--- config.mk ---
export PLATFORM = sky130hd
export DESIGN_NAME = spi_master_mc_flat
export DESIGN_NICKNAME = d
export VERILOG_FILES = /design/src/rtl/spi_master_mc_if.sv /design/src/rtl/spi_master_mc.sv /design/src/flat_wrapper.sv
export SDC_FILE = /design/constraint.sdc
export NUM_CORES = 1
export LEC_CHECK = 0
export BUFFER_PORTS_ARGS = -buffer_cell sky130_fd_sc_hd__clkbuf_2
export CAP_MARGIN = 30
export CORE_UTILIZATION = 55
export CTS_BUF_LIST = sky130_fd_sc_hd__clkbuf_4 sky130_fd_sc_hd__clkbuf_8
export CTS_CLUSTER_SIZE = 10
export DETAILED_ROUTE_END_ITERATION = 6
export PLACE_DENSITY = 0.75
export SKIP_LAST_GASP = 1
export SYNTH_ARGS = -nofsm -noshare
export SYNTH_HDL_FRONTEND = slang
export SYNTH_SLANG_ARGS = --single-unit
--- constraint.sdc ---
create_clock -name clk_sys -period 6.61 [get_ports clk_sys]
set_input_delay 0.3305 -clock clk_sys [delete_from_list [all_inputs] [get_ports clk_sys]]
set_output_delay 0.3305 -clock clk_sys [all_outputs]
set_load 0.005 [all_outputs]
--- src/rtl/spi_master_mc_if.sv ---
`default_nettype none
// ============================================================================
// Module   : spi_master_mc_if
// Purpose  : Register-bus interface between a port-decoder front-end and the
//            spi_master_mc engine.
// Signals  : sel   - register select (0 DATA, 1 CS, 2 CTRL, 3 STATUS)
//            we    - single-cycle write strobe
//            re    - single-cycle read strobe
//            din   - write data
//            dout  - registered read data
//            ready - engine idle, TX FIFO empty, no chip-select update pending
// Modports : master - front-end side (drives strobes/data)
//            slave  - engine side (returns dout/ready)
// Revision : 1.0 - initial release
// ============================================================================
interface spi_master_mc_if #(
  parameter int DATA_W = 8
) ();
  logic [1:0]        sel;
  logic              we;
  logic              re;
  logic [DATA_W-1:0] din;
  logic [DATA_W-1:0] dout;
  logic              ready;

  modport master (output sel, output we, output re, output din,
                  input  dout, input ready);
  modport slave  (input  sel, input  we, input  re, input  din,
                  output dout, output ready);
endinterface
`default_nettype wire

--- src/rtl/spi_master_mc.sv ---
`default_nettype none
// ============================================================================
// Module   : spi_master_mc
// Purpose  : Parametrised SPI master with TX FIFO, NUM_CS chip selects, all
//            four CPOL/CPHA modes, a prescaler on the spi_ce tick and optional
//            read-ahead (a DATA read queues an all-ones dummy frame).
// Ports    : clk_sys  - system clock, rising edge
//            nRESET   - synchronous active-low reset
//            bus      - register bus (spi_master_mc_if.slave)
//            spi_ce   - base tick enable for the SPI clock prescaler
//            spi_clk  - SPI clock
//            spi_do   - MOSI
//            spi_di   - MISO
//            spi_cs_n - active-low chip selects
// Revision : 1.0 - initial release
// ============================================================================
module spi_master_mc #(
  parameter int DATA_W     = 8,
  parameter int NUM_CS     = 2,
  parameter int FIFO_DEPTH = 4,
  parameter int READ_AHEAD = 1
) (
  input  logic              clk_sys,
  input  logic              nRESET,
  spi_master_mc_if.slave    bus,
  input  logic              spi_ce,
  output logic              spi_clk,
  output logic              spi_do,
  input  logic              spi_di,
  output logic [NUM_CS-1:0] spi_cs_n
);

  localparam int AW = $clog2(FIFO_DEPTH);
  localparam int CW = AW + 1;
  localparam int TW = $clog2(2 * DATA_W) + 1;
  localparam logic [TW-1:0] LAST_TICK = TW'(2 * DATA_W - 1);
  localparam logic [CW-1:0] FULL_CNT  = CW'(FIFO_DEPTH);

  typedef enum logic [1:0] {
    ST_IDLE  = 2'd0,
    ST_LOAD  = 2'd1,
    ST_SHIFT = 2'd2,
    ST_DONE  = 2'd3
  } state_t;

  state_t             state;

  // TX FIFO
  logic [DATA_W-1:0]  fifo_mem [FIFO_DEPTH];
  logic [AW-1:0]      wr_ptr;
  logic [AW-1:0]      rd_ptr;
  logic [CW-1:0]      fifo_cnt;

  // Engine datapath
  logic [DATA_W-1:0]  shreg;
  logic [DATA_W-1:0]  rx_sr;
  logic [DATA_W-1:0]  rx_data;
  logic [TW-1:0]      bit_cnt;
  logic [3:0]         presc;

  // Control / status
  logic               cpol;
  logic               cpha;
  logic [3:0]         div;
  logic               cs_pend;
  logic [NUM_CS-1:0]  cs_pend_val;
  logic               overrun;
  logic               ctrl_err;

  // Register decode
  logic wr_data, wr_cs, wr_ctrl;
  logic rd_data, rd_cs, rd_ctrl, rd_stat;
  assign wr_data = bus.we && (bus.sel == 2'd0);
  assign wr_cs   = bus.we && (bus.sel == 2'd1);
  assign wr_ctrl = bus.we && (bus.sel == 2'd2);
  assign rd_data = bus.re && (bus.sel == 2'd0);
  assign rd_cs   = bus.re && (bus.sel == 2'd1);
  assign rd_ctrl = bus.re && (bus.sel == 2'd2);
  assign rd_stat = bus.re && (bus.sel == 2'd3);

  logic fifo_empty, fifo_full, is_ready;
  assign fifo_empty = (fifo_cnt == '0);
  assign fifo_full  = (fifo_cnt == FULL_CNT);
  assign is_ready   = (state == ST_IDLE) && fifo_empty && !cs_pend;
  assign bus.ready  = is_ready;

  // The engine pops whenever it is between frames (IDLE or DONE).
  logic pop, push_req, push, ovr_set, ctrl_err_set;
  logic [DATA_W-1:0] push_val;
  assign pop      = ((state == ST_IDLE) || (state == ST_DONE)) && !fifo_empty;
  assign push_req = wr_data || (rd_data && (READ_AHEAD != 0));
  assign push_val = wr_data ? bus.din : {DATA_W{1'b1}};
  // A full FIFO still takes a push in the cycle it pops.
  assign push     = push_req && (!fifo_full || pop);
  assign ovr_set  = push_req && !push;
  assign ctrl_err_set = wr_ctrl && !is_ready;

  // Prescaler tick and per-edge actions. Tick n (1-based) is a leading edge
  // when n is odd, i.e. when bit_cnt (ticks already done) is even.
  logic tick, leading, do_sample, do_shift, last_tick;
  assign tick      = (state == ST_SHIFT) && spi_ce && (presc == div);
  assign leading   = ~bit_cnt[0];
  assign last_tick = (bit_cnt == LAST_TICK);
  assign do_sample = tick && (cpha ? ~leading : leading);
  // No shift on the final edge so spi_do keeps the last bit until next LOAD.
  assign do_shift  = tick && !last_tick &&
                     (cpha ? (leading && (|bit_cnt)) : ~leading);

  always_ff @(posedge clk_sys) begin
    if (push) fifo_mem[wr_ptr] <= push_val;
  end

  always_ff @(posedge clk_sys) begin
    if (!nRESET) begin
      wr_ptr   <= '0;
      rd_ptr   <= '0;
      fifo_cnt <= '0;
    end else begin
      if (push) wr_ptr <= wr_ptr + AW'(1);
      if (pop)  rd_ptr <= rd_ptr + AW'(1);
      case ({push, pop})
        2'b10:   fifo_cnt <= fifo_cnt + CW'(1);
        2'b01:   fifo_cnt <= fifo_cnt - CW'(1);
        default: fifo_cnt <= fifo_cnt;
      endcase
    end
  end

  always_ff @(posedge clk_sys) begin
    if (!nRESET) begin
      state       <= ST_IDLE;
      spi_clk     <= 1'b0;
      spi_do      <= 1'b1;
      spi_cs_n    <= {NUM_CS{1'b1}};
      shreg       <= '0;
      rx_sr       <= {DATA_W{1'b1}};
      rx_data     <= {DATA_W{1'b1}};
      bit_cnt     <= '0;
      presc       <= '0;
      cpol        <= 1'b0;
      cpha        <= 1'b0;
      div         <= '0;
      cs_pend     <= 1'b0;
      cs_pend_val <= '0;
      overrun     <= 1'b0;
      ctrl_err    <= 1'b0;
      bus.dout    <= '0;
    end else begin
      // Register reads
      if (rd_data)      bus.dout <= rx_data;
      else if (rd_cs)   bus.dout <= DATA_W'(~spi_cs_n);
      else if (rd_ctrl) bus.dout <= DATA_W'({div, 2'b00, cpol, cpha});
      else if (rd_stat) bus.dout <= DATA_W'({ctrl_err, overrun, ~is_ready});

      // Sticky flags: a STATUS read clears them, but a flag raised in the
      // same cycle wins over the clear.
      overrun  <= (rd_stat ? 1'b0 : overrun)  | ovr_set;
      ctrl_err <= (rd_stat ? 1'b0 : ctrl_err) | ctrl_err_set;

      if (wr_ctrl && is_ready) begin
        div  <= bus.din[7:4];
        cpol <= bus.din[1];
        cpha <= bus.din[0];
      end

      // Chip select: immediate when nothing is queued, otherwise deferred to
      // the DONE that drains the FIFO. A write landing in that DONE cycle is
      // the newest value and is applied directly.
      if ((state == ST_DONE) && fifo_empty) begin
        if (wr_cs)        spi_cs_n <= ~bus.din[NUM_CS-1:0];
        else if (cs_pend) spi_cs_n <= ~cs_pend_val;
        cs_pend <= 1'b0;
      end else if (wr_cs) begin
        if ((state == ST_IDLE) && fifo_empty) begin
          spi_cs_n <= ~bus.din[NUM_CS-1:0];
        end else begin
          cs_pend     <= 1'b1;
          cs_pend_val <= bus.din[NUM_CS-1:0];
        end
      end

      case (state)
        ST_IDLE: begin
          spi_clk <= cpol;
          if (!fifo_empty) begin
            shreg   <= fifo_mem[rd_ptr];
            bit_cnt <= '0;
            state   <= ST_LOAD;
          end
        end
        ST_LOAD: begin
          spi_do <= shreg[DATA_W-1];
          presc  <= '0;
          state  <= ST_SHIFT;
        end
        ST_SHIFT: begin
          if (spi_ce) begin
            if (presc == div) begin
              presc   <= '0;
              spi_clk <= ~spi_clk;
              bit_cnt <= bit_cnt + TW'(1);
              if (do_sample) rx_sr <= {rx_sr[DATA_W-2:0], spi_di};
              if (do_shift) begin
                shreg  <= {shreg[DATA_W-2:0], 1'b0};
                spi_do <= shreg[DATA_W-2];
              end
              if (last_tick) state <= ST_DONE;
            end else begin
              presc <= presc + 4'd1;
            end
          end
        end
        ST_DONE: begin
          rx_data <= rx_sr;
          if (!fifo_empty) begin
            shreg   <= fifo_mem[rd_ptr];
            bit_cnt <= '0;
            state   <= ST_LOAD;
          end else begin
            state <= ST_IDLE;
          end
        end
        default: state <= ST_IDLE;
      endcase
    end
  end

endmodule
`default_nettype wire

--- src/flat_wrapper.sv ---
// flat-port wrapper written by rule: the top's interface ports become plain ports
module spi_master_mc_flat 
#(
  parameter int DATA_W     = 8,
  parameter int NUM_CS     = 2,
  parameter int FIFO_DEPTH = 4,
  parameter int READ_AHEAD = 1
)
  (clk_sys, nRESET, spi_ce, spi_clk, spi_do, spi_di, spi_cs_n, bus_sel, bus_we, bus_re, bus_din, bus_dout, bus_ready);
  spi_master_mc_if #(.DATA_W(DATA_W)) bus_i ();
  input  logic clk_sys;
  input  logic nRESET;
  input  logic spi_ce;
  output logic spi_clk;
  output logic spi_do;
  input  logic spi_di;
  output logic [NUM_CS-1:0] spi_cs_n;
  input wire logic [$bits(bus_i.sel)-1:0] bus_sel;
  input wire logic [$bits(bus_i.we)-1:0] bus_we;
  input wire logic [$bits(bus_i.re)-1:0] bus_re;
  input wire logic [$bits(bus_i.din)-1:0] bus_din;
  output wire logic [$bits(bus_i.dout)-1:0] bus_dout;
  output wire logic [$bits(bus_i.ready)-1:0] bus_ready;
  assign bus_i.sel = bus_sel;
  assign bus_i.we = bus_we;
  assign bus_i.re = bus_re;
  assign bus_i.din = bus_din;
  assign bus_dout = bus_i.dout;
  assign bus_ready = bus_i.ready;
  spi_master_mc #(.DATA_W(DATA_W), .NUM_CS(NUM_CS), .FIFO_DEPTH(FIFO_DEPTH), .READ_AHEAD(READ_AHEAD)) u_core (.clk_sys(clk_sys), .nRESET(nRESET), .bus(bus_i), .spi_ce(spi_ce), .spi_clk(spi_clk), .spi_do(spi_do), .spi_di(spi_di), .spi_cs_n(spi_cs_n));
endmodule
==> results_dict.tcl <==
set metrics [dict create \
    cts_inserted_buffers 9 \
    htreeDepth 3 \
    maxCapViolCount 0 \
    p_per_area_nw_per_um2 367.7 \
    cts_hold_buffers 0 \
    clkTransAtPathRegs_ns 0.11 \
    num-fill-cells 681 \
    place_area_sq_um 4846 \
    setup_viol 0 \
    fin_tns_setup_ns 0 \
    yosys.area.top_type_share_pct 28.72 \
    required_ns 6.90 \
    ys_seq_area_share_pct 49.29 \
    drt_wl_total_microns 8958 \
    yosysTopAreaCell "dfxtp_1" \
    drt_pre_antenna_iters 6 \
    post_cts.repair.setup_buffers 0 \
    syn2layout_area_growth_pct 8.438 \
    cpPeakStageDelay_ns 0.73 \
    multi_input_area_sq_um 2185 \
    slew_violations 0 \
    p_sw_share_pct 36.85 \
    layout-drive-gt1-share_pct 17.80 \
    dieArea_sq_um 8865 \
    core.rowCount 33 \
    wl_per_cell_microns 16.00 \
    critPathMaxFanout 19 \
    netlist_top_cells_area "dfxtp_1 (29%), edfxtp_1 (21%), mux2i_1 (7.1%)" \
    die_w_microns 94.16 \
    period_share_pct 48.74 \
    insertion_delay_ns 0.37 \
    syn_area_sq_um 4671 \
    tritoncts "done" \
    outcome "finished clean" \
    synth_seq_cells 99 \
    path_class "flip-flop to flip-flop" \
    grt_pass1_wl_microns 15040 \
    die_h_microns 94.16 \
    ys_async_sr_fraction_pct 0 \
    rsz0062_at_grt "no" \
    p_leak_nw 1.780 \
    comb_power_share_pct 36.7 \
    end_kind "flip-flop" \
    hold_class "primary input to flip-flop" \
    vdd_drop_max_mv 0.1937 \
    power.net_switching_w 0.0006863 \
    place_congestion 0.8063 \
    avgSynthCellArea_sq_um 10.76 \
    drt_iter0_markers 146 \
    io_pins 29 \
    syn_nets 465 \
    yosys-top-cells-count "dfxtp_1 (67), nand2_1 (46), mux2i_1 (33), edfxtp_1 (32)" \
    detail_route.vias_per_cell 5.693 \
    vias 3188 \
    max_freq_mhz 310.4 \
    design_area_sq_um 5065 \
    worst_pin_slew_ns 0.7023 \
    ctsRootBufferMaster "clkbuf_8" \
    grt_max_degree 73 \
    regArea_sq_um 2302 \
    slowest_stage "ha_1" \
    synth.most_common_cell "dfxtp_1" \
    antenna_left 0 \
    synth_top_flop_cell "dfxtp_1" \
    intPower_w 0.001176 \
    grt_pass1_vias 3007 \
    track_usage_pct 22.24 \
    cts_sinks 99 \
    synth-edff-count 32 \
    antenna_found_initial 0 \
    start_util_pct 56.84 \
    crit_top_cell "inv_1" \
    io_buffers 28 \
    cts.repair.resized 0 \
    drcViolationCount 0 \
    antenna_cells 0 \
    skew_ns 0.01972 \
    p_seq_share_pct 40.7 \
    fin_crit_ns 3.222 \
    worstPathCellList "inv_1, ha_1, nand2_1, nor3_1, nor4_4, inv_1, ha_1, inv_1, fa_1, xor2_1, or3_1, a21boi_0" \
    power_w 0.001862 \
    nNetsFinal 481 \
    p_clk_share_pct 22.6 \
    relSlewSlack_pct 53.18 \
    ys_warn_count 0 \
    syn-instance-count 434 \
    hpwlAfterDp_microns 6192 \
    startpoint_type "flip-flop" \
    cts.path.max_buffers 2 \
    core-area_sq_um 8217 \
    final_hold_viol_count 0 \
    arrival_ns 3.51 \
    synthDistinctLibCells 59 \
    overflow 0 \
]
per-layer routing:
metal / part of all wire [%] / up-vias / track usage, % / wire length, microns
met4: 1.1 / 0 / 7.051 / 95
met1: 48 / 1534 / 31.42 / 4324
li1: - / 1583 / - / -
met2: 47 / 64 / 34.54 / 4172
met5: 0 / - / 0 / 0
met3: 4.1 / 7 / 3.883 / 365
per-stage QoR:
| stage | util [%] | hold slack (ns) | cells | worst slack, ns |
|---|---|---|---|---|
| after global routing | 61.64 | 0.1909 | 560 | 3.144 |
| after detailed placement | 58.98 | 0.4488 | 544 | 3.419 |
| after global placement | 58.92 | 0.4444 | 543 | 3.546 |
| after CTS | 61.64 | 0.1704 | 560 | 3.393 |
| final | 61.64 | 0.1804 | 560 | 3.388 |
| after floorplan | - | 0.4360 | 434 | 3.830 |
path summary, 6_finish.rpt:
check | startpoint | to | slack [ns] | depth (start not counted)
min | spi_di | u_core.rx_sr[0]$_SDFFE_PN1P_ | 0.18 | 3
max reg2reg | u_core.state[1]$_SDFFE_PN0P_ | u_core.fifo_cnt[2]$_SDFFE_PN0P_ | 3.39 | 12
min reg2reg | u_core.shreg[7]$_SDFFE_PN0P_ | u_core.shreg[7]$_SDFFE_PN0P_ | 0.46 | 2
max | u_core.state[1]$_SDFFE_PN0P_ | u_core.fifo_cnt[2]$_SDFFE_PN0P_ | 3.39 | 12
cell type report:
cell class,count,area share (%)
Inverter,18,1.334
Clock inverter,7,1.877
Sequential cell,99,45.45
Tap cell,105,2.594
Multi-Input combinational cell,291,43.13
Timing Repair Buffer,31,3.162
Clock buffer,9,2.446
power groups by stage:
stage / clock network (W) / registers (W) / logic [W]
after floorplan: 0 / 0.000743 / 0.000585
after global placement: 0 / 0.000769 / 0.000664
after detailed placement: 0 / 0.000772 / 0.000680
after CTS: 0.000429 / 0.000758 / 0.000683
after global routing: 0.000451 / 0.000769 / 0.000755
final: 0.000421 / 0.000758 / 0.000684
flip-flops by register name, summed over array words and instances (netlist names), 3 cells and up, named ones only:
register and count:
u_core.rx_data 8, u_core.fifo_cnt 3, u_core.rx_sr 8, u_core.bus.dout 8, u_core.bit_cnt 5, u_core.fifo_mem 32, u_core.shreg 8, u_core.presc 4
u_core.div 4
cells by family after synthesis:
group,Yosys count,share of synthesized area (%)
xor+xnor,11,2.063
flops,99,49.29
buf+inv,44,3.938
fa+ha+maj,15,4.179
compound gates,72,10.26
mux,49,13.10
simple gates,144,17.17
worst max-delay path, delay by kind of cell (launching register included):
family | cells | cell delay (ns)
DFF | 1 | 0.41
xor gates and xnor gates | 1 | 0.15
AOI/OAI and AO/OA | 1 | 0.16
and+or+nand+nor | 4 | 0.88
buffers and inverters | 3 | 0.25
adders and majority gates | 3 | 1.28
layout by cell type, fill, tap and decap left out, types with 7 or more instances in the layout:
cell type | Yosys | routed
nor2_1 | 13 | 13
ha_1 | 14 | 14
mux2i_1 | 33 | 33
nand4_1 | 9 | 9
o21ai_2 | 8 | 8
clkbuf_8 | 0 | 9
nor2b_1 | 14 | 14
nand3_1 | 8 | 8
dfxtp_1 | 67 | 67
mux4_2 | 9 | 9
clkbuf_2 | 0 | 28
nand2_1 | 46 | 46
a21oi_1 | 18 | 18
a21boi_0 | 9 | 9
inv_1 | 18 | 18
mux2_2 | 7 | 7
o21ai_0 | 15 | 15
and2_1 | 12 | 12
xnor2_1 | 8 | 8
edfxtp_1 | 32 | 32
nand2b_1 | 14 | 14
(Power assumes the default switching activity.)
